===== config.mk =====
export PLATFORM = sky130hd
export DESIGN_NAME = p2s_tx_flat
export DESIGN_NICKNAME = d
export VERILOG_FILES = /design/src/rtl/p2s_pkg.sv /design/src/rtl/p2s_tx_if.sv /design/src/rtl/p2s_tx.sv /design/src/flat_wrapper.sv
export SDC_FILE = /design/constraint.sdc
export NUM_CORES = 1
export LEC_CHECK = 0
export ABC_AREA = 1
export BUFFER_PORTS_ARGS = -buffer_cell sky130_fd_sc_hd__buf_2
export CAP_MARGIN = 20
export CORE_MARGIN = 2
export CORE_UTILIZATION = 35
export DETAILED_ROUTE_END_ITERATION = 10
export GPL_ROUTABILITY_DRIVEN = 0
export PLACE_DENSITY = 0.64
export SYNTH_ARGS = -nofsm -noshare
export SYNTH_HDL_FRONTEND = slang
export SYNTH_SLANG_ARGS = --single-unit

===== constraint.sdc =====
create_clock -name clk -period 1.5 [get_ports clk]
set_input_delay 0.3 -clock clk [delete_from_list [all_inputs] [get_ports clk]]
set_output_delay 0.3 -clock clk [all_outputs]
set_load 0.1 [all_outputs]

===== src/rtl/p2s_pkg.sv =====
// rtl/p2s_pkg.sv - shared types and helpers for the p2s_tx transmitter
//
// Purpose: FSM state type, legal-width check and output-bit selection
// shared by the p2s_tx files.
// Ports: none (package).
package p2s_pkg;

  typedef enum logic {
    IDLE  = 1'b0,
    SHIFT = 1'b1
  } state_t;

  // Widest word the bit-selection helper can carry.
  localparam int MAX_W  = 64;
  localparam int MAX_AW = $clog2(MAX_W);

  // A word needs at least two bits so the first and last strobes never overlap.
  function automatic bit width_ok(input int w);
    return (w >= 2) && (w <= MAX_W);
  endfunction

  // Bit presented by a w-bit shift register: the top end when shifting left
  // (MSB first), the bottom end when shifting right (LSB first).
  function automatic logic out_bit(input logic [MAX_W-1:0] v, input int w,
                                   input bit msb_first);
    return msb_first ? v[MAX_AW'(w - 1)] : v[0];
  endfunction

endpackage


===== src/rtl/p2s_tx_if.sv =====
// rtl/p2s_tx_if.sv - parallel word input and serial output bundle of p2s_tx
//
// Purpose: groups the word handshake and the serial/framing outputs.
// Ports (signals):
//   pin[W-1:0]  word to transmit            (producer -> transmitter)
//   pin_valid   pin holds a word            (producer -> transmitter)
//   pin_ready   holding register empty      (transmitter -> producer)
//   sout        serial data bit             (transmitter -> line)
//   sfirst      first bit of a word         (transmitter -> line)
//   slast       last bit of a word          (transmitter -> line)
//   busy        shifter is transmitting     (transmitter -> line)
// Modports: master = producer/observer side, slave = transmitter side.
interface p2s_tx_if #(
  parameter int W = 4
) ();

  logic [W-1:0] pin;
  logic         pin_valid;
  logic         pin_ready;
  logic         sout;
  logic         sfirst;
  logic         slast;
  logic         busy;

  modport master (
    output pin, pin_valid,
    input  pin_ready, sout, sfirst, slast, busy
  );

  modport slave (
    input  pin, pin_valid,
    output pin_ready, sout, sfirst, slast, busy
  );

endinterface


===== src/rtl/p2s_tx.sv =====
// rtl/p2s_tx.sv - parallel-to-serial transmitter with one-word holding register
//
// Purpose: accepts W-bit words over a valid/ready handshake and shifts them
// out one bit per clock, with first/last framing strobes. A holding register
// lets the next word be taken while the current one shifts, so back-to-back
// words stream with no idle bit.
// Ports:
//   clk  input  system clock, rising edge
//   rst  input  synchronous active-high reset
//   bus  p2s_tx_if.slave  word handshake in, serial line and framing out
module p2s_tx
  import p2s_pkg::*;
#(
  parameter  int W         = 4,
  parameter  bit MSB_FIRST = 1'b1,
  localparam int CW        = $clog2(W)
) (
  input  logic     clk,
  input  logic     rst,
  p2s_tx_if.slave  bus
);

  if (!width_ok(W)) begin : g_bad_width
    $error("p2s_tx: W must lie in 2..64");
  end

  state_t        state_q, state_d;
  logic [CW-1:0] cnt_q, cnt_d;
  logic [W-1:0]  shreg_q, shreg_d;
  logic [W-1:0]  hbuf_q, hbuf_d;
  logic          hvalid_q, hvalid_d;

  logic accept;
  logic load;
  logic last_bit;
  logic shifting;

  // Ready depends only on the holding register, never on pin_valid.
  assign accept   = bus.pin_valid && !hvalid_q;
  assign last_bit = (cnt_q == CW'(W - 1));
  assign shifting = (state_q == SHIFT);

  always_ff @(posedge clk) begin
    if (rst) begin
      state_q  <= IDLE;
      cnt_q    <= '0;
      shreg_q  <= '0;
      hbuf_q   <= '0;
      hvalid_q <= 1'b0;
    end else begin
      state_q  <= state_d;
      cnt_q    <= cnt_d;
      shreg_q  <= shreg_d;
      hbuf_q   <= hbuf_d;
      hvalid_q <= hvalid_d;
    end
  end

  always_comb begin
    state_d  = state_q;
    cnt_d    = cnt_q;
    shreg_d  = shreg_q;
    hbuf_d   = hbuf_q;
    hvalid_d = hvalid_q;
    load     = 1'b0;

    case (state_q)
      IDLE: begin
        if (hvalid_q) begin
          load    = 1'b1;
          state_d = SHIFT;
        end
      end
      SHIFT: begin
        if (last_bit) begin
          // Reloading straight from the holding register keeps the line gap-free.
          if (hvalid_q) begin
            load = 1'b1;
          end else begin
            state_d = IDLE;
          end
        end else begin
          cnt_d   = cnt_q + CW'(1);
          shreg_d = MSB_FIRST ? (shreg_q << 1) : (shreg_q >> 1);
        end
      end
    endcase

    // Accept needs an empty holding register and load needs a full one, so the
    // two can never fire on the same edge.
    if (load) begin
      shreg_d  = hbuf_q;
      hvalid_d = 1'b0;
      cnt_d    = '0;
    end else if (accept) begin
      hbuf_d   = bus.pin;
      hvalid_d = 1'b1;
    end
  end

  assign bus.pin_ready = !hvalid_q;
  assign bus.busy      = shifting;
  assign bus.sout      = shifting && out_bit(MAX_W'(shreg_q), W, MSB_FIRST);
  assign bus.sfirst    = shifting && (cnt_q == '0);
  assign bus.slast     = shifting && last_bit;

endmodule

===== src/flat_wrapper.sv =====
// flat-port wrapper written by rule: the top's interface ports become plain ports
module p2s_tx_flat import p2s_pkg::*;
#(
  parameter  int W         = 4,
  parameter  bit MSB_FIRST = 1'b1,
  localparam int CW        = $clog2(W)
)
  (clk, rst, bus_pin, bus_pin_valid, bus_pin_ready, bus_sout, bus_sfirst, bus_slast, bus_busy);
  p2s_tx_if #(.W(W)) bus_i ();
  input  logic clk;
  input  logic rst;
  input wire logic [$bits(bus_i.pin)-1:0] bus_pin;
  input wire logic [$bits(bus_i.pin_valid)-1:0] bus_pin_valid;
  output wire logic [$bits(bus_i.pin_ready)-1:0] bus_pin_ready;
  output wire logic [$bits(bus_i.sout)-1:0] bus_sout;
  output wire logic [$bits(bus_i.sfirst)-1:0] bus_sfirst;
  output wire logic [$bits(bus_i.slast)-1:0] bus_slast;
  output wire logic [$bits(bus_i.busy)-1:0] bus_busy;
  assign bus_i.pin = bus_pin;
  assign bus_i.pin_valid = bus_pin_valid;
  assign bus_pin_ready = bus_i.pin_ready;
  assign bus_sout = bus_i.sout;
  assign bus_sfirst = bus_i.sfirst;
  assign bus_slast = bus_i.slast;
  assign bus_busy = bus_i.busy;
  p2s_tx #(.W(W), .MSB_FIRST(MSB_FIRST)) u_core (.clk(clk), .rst(rst), .bus(bus_i));
endmodule

==> results by group <==
Critical path
  • Setup crit end kind: output pin
  • Critical Path Fanout Max: 3
  • CP Data Arrival Time: around 1.2 ns
  • Worst Setup Start Kind: flip-flop
  • Crit Path Category: flip-flop to output pin
  • Critical path data required time: roughly 1.2 ns

Routing
  • DR top layer: met4
  • Met1 Wirelength: approximately 450 µm
  • Routed vias/inst: roughly 4.6
  • DRC viols: 0
  • Met2 Wirelength: 425 µm
  • Met3 wire length: around 43 µm
  • WL/cell: ~8.7 µm
  • Final wirelength: just over 900 µm
  • Drt initial violations: 9
  • Number of vias in the routed layout: approximately 490
  • Remaining antenna violation count: 0
  • DR pass1 iterations: 4

Clock network
  • Clk_lat worst skew: 0.27 ns
  • Clk root buf: clkbuf_4
  • Sinks on Clock Net: 12
  • Worst-path clk slew: ~0.07 ns
  • CTS tree: built
  • CTS Buf Count: 3
  • Clk buf depth: 2
  • Max H-tree Level: 1

Floorplan
  • Die width: about 43 µm
  • Die Y: about 43 µm
  • Die ar.: 1850 µm²
  • Ports: 12
  • Cell row count: 14
  • Starting Density: 0.362
  • Core Box Area: 1470 µm²

Synth
  • EDFF count, synth: 0
  • Largest area contributor in the netlist: dfxtp_1
  • Synth top area share: 0.451
  • Cell with the most instances after synthesis: nand2_1
  • Syn Nets: 83
  • Synth area leaders: dfxtp_1 (45%), nand2_1 (9.9%), nand3_1 (9.4%)
  • Commonest cells in the netlist: nand2_1 (14), dfxtp_1 (12), nand3_1 (10), nor2_1 (10), inv_1 (9)
  • Synth Register Bits: 12
  • Sequential fraction of the synthesis area: 0.451
  • Cell variety after synth: 14
  • Average size of a mapped cell: about 7 µm²
  • Yosys synthesis warning count: 0
  • Asr flop ratio synth: 0
  • Synth Cell Area: ~530 µm²
  • Top FF cell, synth: dfxtp_1
  • Gate Count Post-Synth: 74

Global route
  • Largest net degree at the start of global routing: 10
  • Gr ovfl total: 0
  • Antenna violations before repair: 0
  • Vias in the first global route: 388
  • First-pass GRT wire length: between 1500 and 2000 µm
  • Global Route Usage Sum: 0.117

Pwr
  • Clock power frac: 0.275
  • Leakage power: 0.327 nW
  • Int Power: slightly above 500 µW
  • VDD IR max: between 0.6 and 0.7 mV
  • Sw Pwr: 240 µW
  • Seq pwr share: 0.487
  • Cell Pwr Density: around 980 nW/µm²
  • Switching share of power: 0.323
  • Gate power share: 0.238

Status
  • Status: finished, final reports clean

Timing
  • RSZ-0062 raised after global routing: true
  • Final Skew: about 0.00028 ns
  • Final setup vio count: 0
  • Final hold violations: 0
  • Fmax achieved: 688 MHz
  • Final Critical Period: between 1 and 1.5 ns
  • Slew headroom: 0.681
  • Hold WS: roughly 0.24 ns
  • Final WS setup: 0.0467 ns
  • Final Slew Violations: 0
  • Post-route clock period utilization: 0.969
  • Worst slew pin tran: ~0.48 ns

Cells and area
  • Syn-to-layout area delta: 42.5%
  • Diodes inserted: 0
  • Final net count: 100
  • Fill cell total of the finished layout: around 150
  • Layout cells sized above 1: 0.400

Placement
  • PortBufs: 11
  • Pre-CTS setup slack: 0.240 ns
  • Post-DP HPWL: between 600 and 700 µm

Flow run
  • Max-Cap Viols: 0

Hold path
  • Worst hold-check path type: primary input to flip-flop
==> registers in the layout, summed over array words and instances, names as in the netlist <==
signal and flops:
u_core.shreg_q 4, u_core.hbuf_q 4, u_core.cnt_q 2, u_core.bus.busy 1, u_core.hvalid_q 1
==> stage by stage <==
stage	utilization	power, mW	instances	instance area, µm²	setup TNS [ns]
2_1_floorplan	-	0.480	74	548	0
3_5_place_dp	0.464	0.530	101	683	0
3_3_place_gp	0.464	0.529	101	683	0
5_1_grt	0.516	0.785	106	759	-0.00382
6_report	0.516	0.743	106	759	0
4_1_cts	0.488	0.743	105	718	-0.0264
==> kinds of logic (layout without fill, tap and decap cells) <==
kind of cell / Yosys count / after routing / synth area share
flops: 12 / 12 / 0.451
compound gates: 9 / 9 / 0.0916
fa+ha+maj: 2 / 2 / 0.0469
buf+inv: 14 / 30 / 0.103
simple gates: 37 / 37 / 0.308
==> layer usage <==
layer,GRT usage,vias to the layer above
met5,0,-
met4,0.0909,0
met3,0.0383,2
met2,0.158,12
met1,0.151,218
li1,-,260
==> path summary, 6_finish.rpt <==
check,from,cells past startpoint,to,slack (ns)
hold reg to reg,u_core.shreg_q[0],2,u_core.shreg_q[0],0.47
setup reg to reg,u_core.cnt_q[0],7,u_core.shreg_q[2],0.43
hold / removal,rst,2,u_core.bus.busy,0.24
setup / recovery,u_core.cnt_q[0],4,bus_slast,0.05
==> critical path, cell delays in order (launching register included) <==
cell        delay (ns)
dfxtp_4           0.37
ha_4              0.18
nand2_2           0.08
clkinvlp_4        0.09
buf_12            0.17
==> layout by cell type, fill, tap and decap left out, types with 3 or more instances in the layout <==
master,synthesis,layout
inv_1,9,4
dfxtp_1,12,9
o21ai_0,4,4
clkbuf_4,0,3
inv_2,4,5
nand2_1,14,12
clkinvlp_4,0,3
buf_2,0,7
buf_12,0,4
nand3_1,10,10
nor2_1,10,10
a21oi_1,4,4
==> power groups by stage <==
stage / combinational (mW) / clock (mW) / sequential [mW]
2_1_floorplan: 0.101 / 0 / 0.379
3_3_place_gp: 0.164 / 0 / 0.364
3_5_place_dp: 0.166 / 0 / 0.364
4_1_cts: 0.168 / 0.217 / 0.358
5_1_grt: 0.192 / 0.229 / 0.364
6_report: 0.177 / 0.205 / 0.362
==> final cells by class <==
cell class,count,area (µm²),area share
Multi-Input combinational cell,48,273,0.359
Sequential cell,12,249,0.328
Clock buffer,4,26.3,0.0346
Inverter,14,68.8,0.0906
Tap cell,16,20.0,0.0264
Timing Repair Buffer,12,123,0.161
==> repair_timing <==
item | in CTS | in global routing
pin swaps | 0 | 1
setup endpoints to repair | 2 | 2
buffers inserted | 0 | 1
gates resized for setup | 4 | 9
hold buffers | 0 | 0
(Power assumes the default switching activity.)
